==> src/rtl/pinmux_gpio_ctrl_pkg.sv <==
// pinmux_pkg: register map, FSM states and sizing helpers for pinmux_gpio_ctrl.
package pinmux_pkg;
    localparam logic [2:0] ADDR_DDR  = 3'd0;
    localparam logic [2:0] ADDR_PORT = 3'd1;
    localparam logic [2:0] ADDR_PIN  = 3'd2;
    localparam logic [2:0] ADDR_IEN  = 3'd3;
    localparam logic [2:0] ADDR_IFLG = 3'd4;

    typedef enum logic {ST_IDLE, ST_GUARD} state_t;

    function automatic int prof_w(input int n);
        return (n > 1) ? $clog2(n) : 1;
    endfunction
endpackage

==> src/rtl/pinmux_gpio_ctrl_if.sv <==
// pinmux_gpio_ctrl_if: GPIO register bus plus interrupt line.
interface pinmux_gpio_ctrl_if #(parameter int PORT_W = 8);
    logic              reg_we_i;
    logic              reg_re_i;
    logic [2:0]        reg_addr_i;
    logic [PORT_W-1:0] reg_wdata_i;
    logic [PORT_W-1:0] reg_rdata_o;
    logic              irq_o;

    modport master (output reg_we_i, reg_re_i, reg_addr_i, reg_wdata_i, input reg_rdata_o, irq_o);
    modport slave  (input reg_we_i, reg_re_i, reg_addr_i, reg_wdata_i, output reg_rdata_o, irq_o);
endinterface

==> src/rtl/pinmux_gpio_ctrl_sync_edge.sv <==
// gpio_sync_edge: multi-stage input synchroniser with rising-edge detect.
module gpio_sync_edge #(
    parameter int W      = 8,
    parameter int STAGES = 2
) (
    input  logic         clk_i,
    input  logic         rst_i,
    input  logic [W-1:0] i_d,
    output logic [W-1:0] o_sync,
    output logic [W-1:0] o_rise
);
    logic [W-1:0] r_sync [STAGES];
    logic [W-1:0] r_prev;

    always_ff @(posedge clk_i or posedge rst_i) begin
        if (rst_i) begin
            r_sync <= '{default: '0};
            r_prev <= '0;
        end else begin
            r_sync[0] <= i_d;
            for (int s = 1; s < STAGES; s++) r_sync[s] <= r_sync[s-1];
            r_prev <= r_sync[STAGES-1];
        end
    end

    assign o_sync = r_sync[STAGES-1];
    assign o_rise = o_sync & ~r_prev;
endmodule

==> src/rtl/pinmux_gpio_ctrl.sv <==
// pinmux_gpio_ctrl: runtime pad-profile mux with tristated guard on profile change
// and an overlaid DDR/PORT GPIO window with synchronised inputs and edge interrupts.
module pinmux_gpio_ctrl
    import pinmux_pkg::*;
#(
    parameter int NPADS       = 42,
    parameter int NPROFILES   = 4,
    parameter int PORT_W      = 8,
    parameter int PORT_BASE   = 30,
    parameter int GUARD_CYC   = 4,
    parameter int SYNC_STAGES = 2,
    localparam int PW = prof_w(NPROFILES)
) (
    input  logic                       clk_i,
    input  logic                       rst_i,
    input  logic [PW-1:0]              profile_sel_i,
    output logic                       profile_busy_o,
    input  logic [NPROFILES*NPADS-1:0] func_out_i,
    input  logic [NPROFILES*NPADS-1:0] func_oe_i,
    input  logic [PORT_W-1:0]          port_own_i,
    input  logic [NPADS-1:0]           io_in,
    output logic [NPADS-1:0]           io_out,
    output logic [NPADS-1:0]           io_oe,
    pinmux_gpio_ctrl_if.slave          bus
);
    localparam int CW = (GUARD_CYC > 1) ? $clog2(GUARD_CYC) : 1;

    state_t            r_state, w_next;
    logic [CW-1:0]     r_cnt, w_cnt_nxt;
    logic [PW-1:0]     r_target, w_target_nxt, r_active, w_active_nxt, w_sel, w_tgt;
    logic              r_fresh, w_guard;
    logic [NPADS-1:0]  r_io_out, r_io_oe, w_pad_out, w_pad_oe;
    logic [PORT_W-1:0] r_ddr, r_port, r_ien, r_iflg, r_rdata, w_rdata, w_sync, w_rise, w_pin;
    logic              r_irq, w_wr_ddr, w_wr_port, w_wr_ien, w_wr_iflg, w_unused;

    if ((1 << PW) > NPROFILES) begin : g_clamp
        assign w_sel = (int'(profile_sel_i) >= NPROFILES) ? PW'(NPROFILES - 1) : profile_sel_i;
    end else begin : g_noclamp
        assign w_sel = profile_sel_i;
    end

    // Out of reset the target tracks the request, so the first guard lands on it without a restart.
    assign w_tgt = r_fresh ? w_sel : r_target;

    always_ff @(posedge clk_i or posedge rst_i) begin
        if (rst_i) begin
            r_state  <= ST_GUARD;
            r_cnt    <= CW'(GUARD_CYC - 1);
            r_target <= '0;
            r_active <= '0;
            r_fresh  <= 1'b1;
        end else begin
            r_state  <= w_next;
            r_cnt    <= w_cnt_nxt;
            r_target <= w_target_nxt;
            r_active <= w_active_nxt;
            r_fresh  <= 1'b0;
        end
    end

    always_comb begin
        w_next       = r_state;
        w_cnt_nxt    = r_cnt;
        w_target_nxt = w_tgt;
        w_active_nxt = r_active;
        if (r_state == ST_IDLE) begin
            if (w_sel != r_active) begin
                w_next       = ST_GUARD;
                w_target_nxt = w_sel;
                w_cnt_nxt    = CW'(GUARD_CYC - 1);
            end
        end else if (w_sel != w_tgt) begin
            w_target_nxt = w_sel;
            w_cnt_nxt    = CW'(GUARD_CYC - 1);
        end else if (r_cnt == '0) begin
            w_active_nxt = w_tgt;
            w_next       = ST_IDLE;
        end else begin
            w_cnt_nxt = r_cnt - 1'b1;
        end
    end

    assign profile_busy_o = (r_state == ST_GUARD);
    // Blanking on the entry cycle too gives GUARD_CYC+1 tristated cycles.
    assign w_guard = (r_state == ST_GUARD) || (w_next == ST_GUARD);

    always_comb begin
        w_pad_out = func_out_i[int'(r_active)*NPADS +: NPADS];
        w_pad_oe  = func_oe_i[int'(r_active)*NPADS +: NPADS];
        for (int k = 0; k < PORT_W; k++) begin
            w_pad_out[PORT_BASE+k] = port_own_i[k] ? r_port[k] : w_pad_out[PORT_BASE+k];
            w_pad_oe[PORT_BASE+k]  = port_own_i[k] ? r_ddr[k]  : w_pad_oe[PORT_BASE+k];
        end
    end

    always_ff @(posedge clk_i or posedge rst_i) begin
        if (rst_i) begin
            r_io_out <= '0;
            r_io_oe  <= '0;
        end else begin
            r_io_out <= w_guard ? '0 : w_pad_out;
            r_io_oe  <= w_guard ? '0 : w_pad_oe;
        end
    end

    assign io_out = r_io_out;
    assign io_oe  = r_io_oe;

    gpio_sync_edge #(.W(PORT_W), .STAGES(SYNC_STAGES)) u_sync (
        .clk_i  (clk_i),
        .rst_i  (rst_i),
        .i_d    (io_in[PORT_BASE +: PORT_W]),
        .o_sync (w_sync),
        .o_rise (w_rise)
    );

    assign w_unused  = ^io_in;
    assign w_pin     = (r_ddr & r_port) | (~r_ddr & w_sync);
    assign w_wr_ddr  = bus.reg_we_i && (bus.reg_addr_i == ADDR_DDR);
    assign w_wr_port = bus.reg_we_i && (bus.reg_addr_i == ADDR_PORT);
    assign w_wr_ien  = bus.reg_we_i && (bus.reg_addr_i == ADDR_IEN);
    assign w_wr_iflg = bus.reg_we_i && (bus.reg_addr_i == ADDR_IFLG);

    always_comb begin
        w_rdata = (bus.reg_addr_i == ADDR_DDR)  ? r_ddr  :
                  (bus.reg_addr_i == ADDR_PORT) ? r_port :
                  (bus.reg_addr_i == ADDR_PIN)  ? w_pin  :
                  (bus.reg_addr_i == ADDR_IEN)  ? r_ien  :
                  (bus.reg_addr_i == ADDR_IFLG) ? r_iflg : '0;
    end

    always_ff @(posedge clk_i or posedge rst_i) begin
        if (rst_i) begin
            r_ddr   <= '0;
            r_port  <= '0;
            r_ien   <= '0;
            r_iflg  <= '0;
            r_irq   <= 1'b0;
            r_rdata <= '0;
        end else begin
            r_ddr   <= w_wr_ddr  ? bus.reg_wdata_i : r_ddr;
            r_port  <= w_wr_port ? bus.reg_wdata_i : r_port;
            r_ien   <= w_wr_ien  ? bus.reg_wdata_i : r_ien;
            r_iflg  <= (r_iflg & ~(w_wr_iflg ? bus.reg_wdata_i : '0)) | (w_rise & ~r_ddr & port_own_i);
            r_irq   <= |(r_iflg & r_ien);
            r_rdata <= bus.reg_re_i ? w_rdata : r_rdata;
        end
    end

    assign bus.reg_rdata_o = r_rdata;
    assign bus.irq_o       = r_irq;
endmodule

==> src/flat_wrapper.sv <==
// flat-port wrapper written by rule: the top's interface ports become plain ports
module pinmux_gpio_ctrl_flat import pinmux_pkg::*;
#(
    parameter int NPADS       = 42,
    parameter int NPROFILES   = 4,
    parameter int PORT_W      = 8,
    parameter int PORT_BASE   = 30,
    parameter int GUARD_CYC   = 4,
    parameter int SYNC_STAGES = 2,
    localparam int PW = prof_w(NPROFILES)
)
  (clk_i, rst_i, profile_sel_i, profile_busy_o, func_out_i, func_oe_i, port_own_i, io_in, io_out, io_oe, bus_reg_we_i, bus_reg_re_i, bus_reg_addr_i, bus_reg_wdata_i, bus_reg_rdata_o, bus_irq_o);
  pinmux_gpio_ctrl_if #(.PORT_W(PORT_W)) bus_i ();
  input  logic clk_i;
  input  logic rst_i;
  input  logic [PW-1:0] profile_sel_i;
  output logic profile_busy_o;
  input  logic [NPROFILES*NPADS-1:0] func_out_i;
  input  logic [NPROFILES*NPADS-1:0] func_oe_i;
  input  logic [PORT_W-1:0] port_own_i;
  input  logic [NPADS-1:0] io_in;
  output logic [NPADS-1:0] io_out;
  output logic [NPADS-1:0] io_oe;
  input wire logic [$bits(bus_i.reg_we_i)-1:0] bus_reg_we_i;
  input wire logic [$bits(bus_i.reg_re_i)-1:0] bus_reg_re_i;
  input wire logic [$bits(bus_i.reg_addr_i)-1:0] bus_reg_addr_i;
  input wire logic [$bits(bus_i.reg_wdata_i)-1:0] bus_reg_wdata_i;
  output wire logic [$bits(bus_i.reg_rdata_o)-1:0] bus_reg_rdata_o;
  output wire logic [$bits(bus_i.irq_o)-1:0] bus_irq_o;
  assign bus_i.reg_we_i = bus_reg_we_i;
  assign bus_i.reg_re_i = bus_reg_re_i;
  assign bus_i.reg_addr_i = bus_reg_addr_i;
  assign bus_i.reg_wdata_i = bus_reg_wdata_i;
  assign bus_reg_rdata_o = bus_i.reg_rdata_o;
  assign bus_irq_o = bus_i.irq_o;
  pinmux_gpio_ctrl #(.NPADS(NPADS), .NPROFILES(NPROFILES), .PORT_W(PORT_W), .PORT_BASE(PORT_BASE), .GUARD_CYC(GUARD_CYC), .SYNC_STAGES(SYNC_STAGES)) u_core (.clk_i(clk_i), .rst_i(rst_i), .profile_sel_i(profile_sel_i), .profile_busy_o(profile_busy_o), .func_out_i(func_out_i), .func_oe_i(func_oe_i), .port_own_i(port_own_i), .io_in(io_in), .io_out(io_out), .io_oe(io_oe), .bus(bus_i));
endmodule
==> config.mk <==
export PLATFORM = sky130hd
export DESIGN_NAME = pinmux_gpio_ctrl_flat
export DESIGN_NICKNAME = d
export VERILOG_FILES = /design/src/rtl/pinmux_gpio_ctrl_pkg.sv /design/src/rtl/pinmux_gpio_ctrl_if.sv /design/src/rtl/pinmux_gpio_ctrl_sync_edge.sv /design/src/rtl/pinmux_gpio_ctrl.sv /design/src/flat_wrapper.sv
export SDC_FILE = /design/constraint.sdc
export NUM_CORES = 1
export LEC_CHECK = 0
export CORE_AREA = 3 3 194 196
export DETAILED_ROUTE_END_ITERATION = 16
export DIE_AREA = 0 0 197 199
export DONT_BUFFER_PORTS = 1
export GPL_ROUTABILITY_DRIVEN = 0
export SYNTH_ARGS = -nofsm -noshare
export SYNTH_HDL_FRONTEND = slang
export SYNTH_SLANG_ARGS = --single-unit
==> constraint.sdc <==
create_clock -name clk_i -period 6 [get_ports clk_i]
set_input_delay 1.2 -clock clk_i [delete_from_list [all_inputs] [get_ports clk_i]]
set_output_delay 1.2 -clock clk_i [all_outputs]
set_load 0.03 [all_outputs]
==> results of run 1 <==
-- kinds of logic after synthesis --
group | after synthesis | synth area share (%)
mux | 143 | 31.5
simple gates | 144 | 11.2
other cells | 1 | 0.0467
compound gates | 53 | 4.42
flops | 157 | 49.0
xor+xnor | 4 | 0.436
buf+inv | 41 | 3.32
fa+ha+maj | 1 | 0.156
-- cells in the final DEF, fill, tap and decap left out, drive strengths merged, types with 2 or more instances in the layout --
cell type  count
bufinv         2
nor3           2
mux2i         22
xnor2          2
a21o           8
a22o           8
clkbuf        19
a211o          3
clkinv         9
buf            4
nor2          18
a21oi         18
nor4bb         8
nand2         18
o21ai          5
o211ai         5
xor2           2
mux4          84
dfrtp        153
diode          3
nor2b         82
nor3b          3
nand2b         8
dfstp          4
mux2          37
a22oi          5
inv            6
-- worst register-to-register path, cell delays in order, from the launching register on --
cell	delay, ps
dfrtp_4	870
buf_4	870
mux4_2	740
mux2i_1	150
nor2_1	50
-- metal layers --
metal / track usage, % / wire length [um] / vias up
li1: - / - / 2010
met4: 2.88 / 323 / 8
met1: 15.6 / 10100 / 2461
met5: 0 / 54 / -
met3: 5.59 / 2210 / 33
met2: 21.6 / 13300 / 258
-- Yosys cell counts, drive strengths merged --
cell type,number,area (sq um)
dfrtp,153,3830
mux4,84,1890
nor2b,82,513
mux2,37,417
buf,24,203
mux2i,22,220
a21oi,18,90.1
nand2,18,67.6
nor2,18,70.1
clkbuf,13,48.8
a21o,8,60.1
a22o,8,70.1
nand2b,8,50.1
nor4bb,8,80.1
a22oi,5,37.5
o211ai,5,37.5
o21ai,5,25.0
dfstp,4,105
inv,4,15.0
a211o,3,26.3
nor3b,3,38.8
nor3,2,21.3
xnor2,2,17.5
xor2,2,17.5
and2,1,6.26
conb,1,3.75
ha,1,12.5
nand3,1,10.0
nand4,1,6.26
nor4b,1,23.8
o41ai,1,8.76
or3,1,11.3
-- area by class of cell --
| cell class | instances | area (sq um) |
|---|---|---|
| clock buffers | 19 | 443 |
| fillers | 3767 | 27300 |
| multi-input cells | 346 | 3830 |
| clock inverters | 13 | 140 |
| inverters | 4 | 20.0 |
| repair buffers | 4 | 30.0 |
| flip-flops and latches | 157 | 3940 |
| diodes | 3 | 7.51 |
| well taps | 468 | 586 |
-- flip-flops by register name (all words and copies together), names as in the netlist --
register	count
u_core.bus.irq_o	1
u_core.bus.reg_rdata_o	8
u_core.io_oe	42
u_core.io_out	42
u_core.profile_busy_o	1
u_core.r_active	2
u_core.r_cnt	2
u_core.r_ddr	8
u_core.r_fresh	1
u_core.r_ien	8
u_core.r_iflg	8
u_core.r_port	8
u_core.r_target	2
u_core.u_sync.o_sync	8
u_core.u_sync.r_prev	8
u_core.u_sync.r_sync	8
-- worst max-delay path by stage --
stage          slack [ps]                end  cells after the start               start
6_report             3200   u_core.io_oe[34]                      4  u_core.r_active[0]
4_1_cts              3100   u_core.io_oe[34]                      4  u_core.r_active[0]
3_5_place_dp         3080  u_core.io_out[27]                      4    profile_sel_i[1]
3_3_place_gp         3070  u_core.io_out[27]                      4    profile_sel_i[1]
5_1_grt              2920   u_core.io_oe[34]                      4  u_core.r_active[0]
2_1_floorplan         570   u_core.bus.irq_o                      1               rst_i
-- metrics by stage --
stage,util [%],worst slack (ps),cells
after floorplan,-,572,544
after global placement,23.2,3070,979
after detailed placement,23.2,3080,979
after CTS,24.8,3100,1011
after global routing,24.8,2920,1012
final,24.8,3200,1014
-- power breakdown --
| part | switching (uW) | internal, uW | total (uW) |
|---|---|---|---|
| sequential | 293 | 1180 | 1470 |
| combinational | 409 | 710 | 1120 |
| clock | 464 | 626 | 1090 |
| total | 1170 | 2520 | 3680 |
==> impl_results.md, run 1 <==
- Die H: 199 um
- Drt drc: 0
- Die ar.: 39200 sq um
- Setup slack, reg-to-reg: 3200 ps
- Clock Skew: 13.1 ps
- CP Launch Type: register
- Share of layout cells above drive strength 1: 31.1%
- Hold EP: u_core.u_sync.o_sync[3]
- Mapped Nets: 948
- Fin crit share: 46.7%
- Slew headroom: 34.4%
- Post-Route WL: 26000 um
- First-pass detailed-route iteration total: 4
- CP cell instances: buf_4 -> mux4_2 -> mux2i_1 -> nor2_1
- Fmax: 357 MHz
- Max Cap Violations: 0
- Critical path's slowest cell: dfrtp_4
- CTS HTree Levels: 4
- Minimum clock period: 2800 ps
- Top Ports: 497
- Post-DP HPWL: 20700 um
- Status: finished clean
- Post-CTS Resized: 0
- RSZ-0062 raised after global routing: false
- RR Startpoint: u_core.r_active[0]
- Core ar.: 36300 sq um
- PortBufs: 0
- Largest net degree at the start of global routing: 104
- Mapped cell area: 8030 sq um
- Initial Util: 22.2%
- Hold_sp: u_core.u_sync.r_sync[11]
- Arrival @ worst endpoint: 3100 ps
- CP Class: reg2reg
- DR WL/cell: 25.6 um
- CTS tree: done
- Slew @ Worst Pin: 983 ps
- Die Width: 197 um
- CP delay by family, top: flip-flops
- Yosys cell types: 40
- Sequential fraction of the synthesis area: 49.0%
- R2R depth: 4
- Post-route cell area: 9000 sq um
- Setup violations, final: 0
- Ys Warns: 0
- Critical path's largest stage delay: 870 ps
- Bufs and invs on worst path: 1
- Post-DRT Antenna Nets: 0
- Reg2Reg Capture Point: u_core.io_oe[34]
- FF+latch count, synth: 157
- Hold Path Stages: 0
- First-pass GRT wire length: 36200 um
- Total power: 3680 uW
- Num CTS Buffers: 17
- Post-CTS setup buffer count: 0
- Maximum root-to-sink buffer count: 2
- Worst hold path type: reg2reg
- GR Overflow Total: 0
- Drt via density: 4.70
- Critical path data required time: 6300 ps
- Clk sinks: 157
- Initial antenna violation count: 8
- Max rail drop VDD: 178 uV
- Leak pwr: 0.00360 uW
- Via count: 4770
- Placed Area: 8410 sq um
- Synthesized instance count: 544
- CTS Hold Bufs: 0
- Worst Path Max Fanout: 54
- Rows: 70
- All-layer global routing usage: 12.9%
- Syn-to-layout area delta: 12.0%
- Pwr Density: 409 nW/um^2
- Fin nets: 934
- Syn_area_per_cell: 14.8 sq um
- Clk slew on worst S/H paths: 60 ps
- Worst-Skew Late Latency: 440 ps
- Hold_ws: 348 ps
- Vias in the first global route: 5101
- Count of pins over their slew limit: 0
- CTS Root Cell: clkbuf_16
- Iter 0 DRT Violations: 221
- TNS Setup: 0 ps
- Final Hold Fails: 0
- Crit. End Element: register
No activity file was read; power rests on OpenSTA's default activity.
==> run 2: changes to the inputs <==
Clock period 6 ns to 2.7 ns, I/O delays scaled along.
==> impl_results.md, run 2 (synthesized netlist as in run 1, its figures left out) <==
- Status: finished clean
- Via count: 4859 (+1.9%)
- Top Ports: 497 (unchanged)
- Max rail drop VDD: 691 uV (+290%)
- RSZ-0062 raised after global routing: false
- Die H: 199 um (unchanged)
- Sw Pwr: 2610 uW (+120%)
- Worst Slack Setup Final: 804 ps (-2400 ps)
- Pint: 5850 uW (+130%)
- CTS tree: done
- Post-DRT Antenna Nets: 0 (unchanged)
- Fmax: 527 MHz (+48%)
- Slew @ Worst Pin: 815 ps (-168 ps)
- First-pass detailed-route iteration total: 4 (unchanged)
- Core ar.: 36300 sq um (unchanged)
- Die Width: 197 um (unchanged)
- Iter 0 DRT Violations: 241 (+9.0%)
- Critical path's slowest cell: mux4_2
- Num CTS Buffers: 17 (unchanged)
- Syn-to-layout area delta: 14.1%
- PortBufs: 0 (unchanged)
- Final Core Density: 25.3% (+0.46 points)
- Minimum clock period: 1900 ps (-904 ps)
- Setup violations, final: 0 (unchanged)
- CTS Root Cell: clkbuf_16
- Met2 usage: 21.4% (-0.17 points)
- Initial antenna violation count: 15 (+7)
- Worst-Skew Late Latency: 440 ps (about the same)
- DP Worst Slack: 754 ps (-2330 ps)
- CP cell instances: buf_4 -> mux4_2 -> mux2i_1 -> nor2_1
- Hold_ws: 124 ps (-224 ps)
- Met1 Use GR: 14.8% (-0.81 points)
- Net Sw Frac: 30.8% (-0.83 points)
- Comb power frac: 32.9% (+2.5 points)
- Worst Path Max Fanout: 26 (-52%)
- Share of layout cells above drive strength 1: 31.4% (+0.26 points)
- Bufs and invs on worst path: 1 (unchanged)
- Met3 usage: 6.23% (+0.64 points)
- Clock Skew: 12.8 ps (-0.374 ps)
- Vias in the first global route: 5159 (+1.1%)
- TNS Setup: 0 ps (unchanged)
- Critical path data required time: 3000 ps (-3300 ps)
- Most common cell after layout, fill and taps aside: dfrtp_1
- Worst hold path type: in2reg
- Pwr Density: 922 nW/um^2 (+130%)
- CP Class: reg2reg
- Crit. End Element: register
- Largest net degree at the start of global routing: 86 (-17%)
- Fin nets: 939 (+0.54%)
- Clk sinks: 157 (unchanged)
- Final Hold Fails: 0 (unchanged)
- GR peak layer: met2
- CP Launch Type: register
- DR WL/cell: 25.9 um (+0.91%)
- Clock power frac: 30.8% (+1.2 points)
- GR Overflow Total: 0 (unchanged)
- Leak pwr: 0.00365 uW (+1.5%)
- CP delay by family, top: multiplexers
- Share of power burned in registers: 36.3% (-3.7 points)
- Placed Area: 8500 sq um (+1.1%)
- Drt drc: 0 (unchanged)
- Fin crit share: 70.2% (+24 points)
- Drt via density: 4.74 (+0.77%)
- Count of pins over their slew limit: 0 (unchanged)
- Post-Route WL: 26500 um (+2.0%)
- Slew headroom: 45.4% (+11 points)
- Clk slew on worst S/H paths: 70 ps (about the same)
- Arrival @ worst endpoint: 2190 ps (-910 ps)
- Commonest cells after routing, fill and taps aside: dfrtp_1 (151), mux4_2 (84), nor2b_1 (82), mux2_2 (36), mux2i_1 (22)
- Post-DP HPWL: 21500 um (+3.9%)
- Post-CTS Resized: 0 (unchanged)
- All-layer global routing usage: 13.0% (+0.073 points)
- Post-route cell area: 9170 sq um (+1.8%)
- Maximum root-to-sink buffer count: 2 (unchanged)
- Max Cap Violations: 0 (unchanged)
- Initial Util: 22.2% (unchanged)
- Critical path's largest stage delay: 630 ps (-240 ps)
- CTS HTree Levels: 4 (unchanged)
- Rows: 70 (unchanged)
- First-pass GRT wire length: 36400 um (+0.42%)
- Die ar.: 39200 sq um (unchanged)
[run 2: changes by cell type in the layout (fill, tap and decap cells not counted)]
cell           change
clkinv_4           -3
clkinvlp_4         +3
diode_2            +6
buf_12             +5
bufinv_16          +2
inv_6              +1
clkinv_2           -4
buf_4              -1
clkbuf_1           +1
dlygate4sd3_1      +1
[run 2: per-layer routing]
layer,share of wire [%],up-vias
met5,0.22,-
met4,2.0,8
met3,9.8,38
met2,51,312
met1,37,2479
li1,-,2022
[run 2: final timing paths]
kind	startpoint	to	slack, ps	depth (start not counted)
setup reg to reg	u_core.r_active[0]	u_core.io_oe[30]	800	4
setup / recovery	u_core.r_active[0]	u_core.io_oe[30]	800	4
max in group asynchronous	rst_i	u_core.r_port[6]	1520	3
hold reg to reg	u_core.u_sync.r_sync[11]	u_core.u_sync.o_sync[3]	340	0
min in group asynchronous	rst_i	u_core.u_sync.r_sync[8]	520	2
hold / removal	io_in[35]	u_core.u_sync.r_sync[13]	120	0
[run 2: final cells by class]
class / instances / area (sq um)
antenna: 9 / 22.5
clock buffer: 20 / 447
clock inverter: 12 / 186
fill: 3770 / 27100
inverter: 4 / 18.8
multi-input combinational: 346 / 3830
sequential: 157 / 3940
tap: 468 / 586
timing repair buffer: 9 / 133
[run 2: per-stage QoR]
step | std cells | total power (uW)
2_1_floorplan | 544 | 5480
3_3_place_gp | 983 | 5880
3_5_place_dp | 983 | 5940
4_1_cts | 1016 | 8600
5_1_grt | 1017 | 8910
6_report | 1025 | 8450
[run 2: worst register-to-register path: stages, from the launching register on]
cell and delay [ps]:
dfrtp_4 440, buf_4 450, mux4_2 660, mux2i_1 150
nor2_1 60
[run 2: what timing repair did]
item | 4_1_cts | 5_1_grt
hold endpoints to repair | 5 | 0
hold buffers | 1 | 0
setup buffers | 0 | 0
[run 2: power groups by stage]
stage | sequential (uW) | combinational [uW] | clock [uW]
after floorplan | 2990 | 2490 | 0
after global placement | 3110 | 2770 | 0
after detailed placement | 3120 | 2830 | 0
after CTS | 3070 | 2830 | 2700
after global routing | 3100 | 3010 | 2790
final | 3070 | 2780 | 2610
==> run 3: changes to the inputs <==
Clock period 2.7 ns to 1.8 ns, I/O delays scaled along.
==> impl_results.md, run 3 (synthesized netlist as in run 1, its figures left out) <==
- Status: finished clean
- Critical path's largest stage delay: 510 ps (-120 ps)
- Fin nets: 963 (+2.6%)
- Maximum root-to-sink buffer count: 2 (unchanged)
- CTS tree: done
- Die H: 199 um (unchanged)
- Slew @ Worst Pin: 516 ps (-299 ps)
- R2R depth: 5 (+1)
- Drt via density: 4.71 (-0.68%)
- Via count: 4920 (+1.3%)
- Pint: 9170 uW (+57%)
- Fin crit share: 95.5% (+25 points)
- Setup violations, final: 0 (unchanged)
- Die ar.: 39200 sq um (unchanged)
- Final Core Density: 26.1% (+0.86 points)
- Count of pins over their slew limit: 0 (unchanged)
- Initial antenna violation count: 9 (-6)
- Reg2Reg Capture Point: u_core.io_out[23]
- Sw Pwr: 4080 uW (+57%)
- Initial Util: 22.2% (unchanged)
- Hold_sp: profile_sel_i[1]
- Hold Path Stages: 1 (+1)
- Max rail drop VDD: 620 uV (-10%)
- CP Class: reg2reg
- CTS HTree Levels: 4 (unchanged)
- Final Hold Fails: 0 (unchanged)
- Core ar.: 36300 sq um (unchanged)
- CTS Root Cell: clkbuf_16
- Critical Path Source: u_core.r_active[1]
- Clk sinks: 157 (unchanged)
- Worst Path Max Fanout: 34 (+31%)
- Leak pwr: 0.00381 uW (+4.2%)
- Rows: 70 (unchanged)
- CP Launch Type: register
- Vias in the first global route: 5110 (-0.95%)
- CP cell instances: xor2_1 -> or3_4 -> buf_12 -> buf_12 -> nor2b_1
- Syn-to-layout area delta: 18.0%
- Post-DRT Antenna Nets: 0 (unchanged)
- All-layer global routing usage: 13.0% (-0.014 points)
- Critical path's slowest cell: dfrtp_4
- Clock power frac: 30.5% (-0.3 points)
- Setup slack, reg-to-reg: 80 ps (-720 ps)
- GR Overflow Total: 0 (unchanged)
- Top Ports: 497 (unchanged)
- Hold EP: u_core.r_target[1]
- Net Sw Frac: 30.8% (about the same)
- Placed Area: 8680 sq um (+2.1%)
- Post-Route WL: 26900 um (+1.5%)
- Most common cell on crit path: buf_12
- Worst hold path type: in2reg
- Fmax: 582 MHz (+10%)
- RSZ-0062 raised after global routing: true
- Slew headroom: 65.4% (+20 points)
- Most common cell after layout, fill and taps aside: dfrtp_1
- Drt drc: 0 (unchanged)
- Clk slew on worst S/H paths: 60 ps (about the same)
- Clock Skew: 7.85 ps (-4.92 ps)
- Num CTS Buffers: 17 (unchanged)
- Share of power burned in registers: 34.9% (-1.4 points)
- Critical path data required time: 2150 ps (-850 ps)
- RR Startpoint: u_core.r_active[1]
- Hold_ws: 64.9 ps (-59.5 ps)
- Arrival @ worst endpoint: 2070 ps (-120 ps)
- Post-DP HPWL: 21900 um (+1.7%)
- First-pass detailed-route iteration total: 4 (unchanged)
- Share of layout cells above drive strength 1: 33.0% (+1.6 points)
- Largest net degree at the start of global routing: 59 (-31%)
- DR WL/cell: 25.8 um (-0.42%)
- Minimum clock period: 1720 ps (-177 ps)
- Max Cap Violations: 0 (unchanged)
- Iter 0 DRT Violations: 256 (+6.2%)
- First-pass GRT wire length: 36300 um (-0.21%)
- Comb power frac: 34.6% (+1.7 points)
- Pwr Density: 1400 nW/um^2 (+52%)
- Crit. End Element: register
- PortBufs: 0 (unchanged)
- Post-route cell area: 9480 sq um (+3.4%)
- Worst-Skew Late Latency: 440 ps (about the same)
- Commonest cells after routing, fill and taps aside: dfrtp_1 (151), mux4_2 (84), nor2b_1 (82), mux2_2 (36), mux2i_1 (21)
- Die Width: 197 um (unchanged)
==> run 3: cell count changes in the layout (fill, tap and decap cells not counted), moves of 2 or more <==
| cell | before | now |
|---|---|---|
| diode_2 | 9 | 7 |
| buf_4 | 3 | 10 |
| buf_12 | 5 | 10 |
| buf_6 | 0 | 2 |
| dlygate4sd3_1 | 1 | 9 |
==> run 3: critical path, delay by kind of cell (launching register included) <==
| family | cells | cell delay (ps) |
|---|---|---|
| AND/OR/NAND/NOR | 2 | 540 |
| flip-flops | 1 | 510 |
| buffers and inverters | 2 | 350 |
| XOR/XNOR | 1 | 210 |
==> run 3: how the worst max path moves through the flow <==
stage	endpoint	slack, ps	cells past startpoint
finish	u_core.io_out[23]	80	5
global route	u_core.io_out[35]	-0.8	4
CTS	u_core.io_out[13]	20	4
detailed placement	u_core.io_out[23]	-10	4
global placement	u_core.io_out[23]	30	4
floorplan	u_core.bus.irq_o	-540	1
==> run 3: power by group through the flow <==
stage | sequential [uW] | combinational [uW] | clock (uW)
2_1_floorplan | 4480 | 3740 | 0
3_3_place_gp | 4670 | 4400 | 0
3_5_place_dp | 4690 | 4480 | 0
4_1_cts | 4630 | 4520 | 4170
5_1_grt | 4660 | 4940 | 4300
6_report | 4620 | 4590 | 4040
==> run 3: metrics by stage <==
stage                     TNS (ps)  setup WS [ps]  instances  total power [uW]
after floorplan             -83420           -544        544              8220
after global placement           0           28.6        997              9080
after detailed placement     -13.2          -13.2        997              9170
after CTS                        0           23.6       1036             13300
after global routing        -0.810         -0.810       1039             13900
final                            0           81.5       1045             13200
==> run 3: per-layer routing <==
| metal | global-route usage [%] | part of all wire, % | vias up |
|---|---|---|---|
| li1 | - | - | 2069 |
| met1 | 15.5 | 40 | 2540 |
| met2 | 21.6 | 51 | 277 |
| met3 | 5.71 | 8.0 | 28 |
| met4 | 3.35 | 1.1 | 6 |
| met5 | 0 | 0.17 | - |
==> run 3: layout make-up <==
| cell class | instances | area, sq um |
|---|---|---|
| clock buffer | 18 | 429 |
| inverter | 4 | 18.8 |
| timing repair buffer | 33 | 440 |
| sequential | 157 | 3940 |
| clock inverter | 12 | 209 |
| fill | 3738 | 26800 |
| antenna | 7 | 17.5 |
| tap | 468 | 586 |
| multi-input combinational | 346 | 3840 |
==> run 3: repair_timing <==
action	in CTS	in global routing
cloned	0	1
hold buffers	9	0
gates resized for setup	2	2
endpoints found under the setup margin	1	11
endpoints found under the hold margin	19	0
buffers inserted	0	1
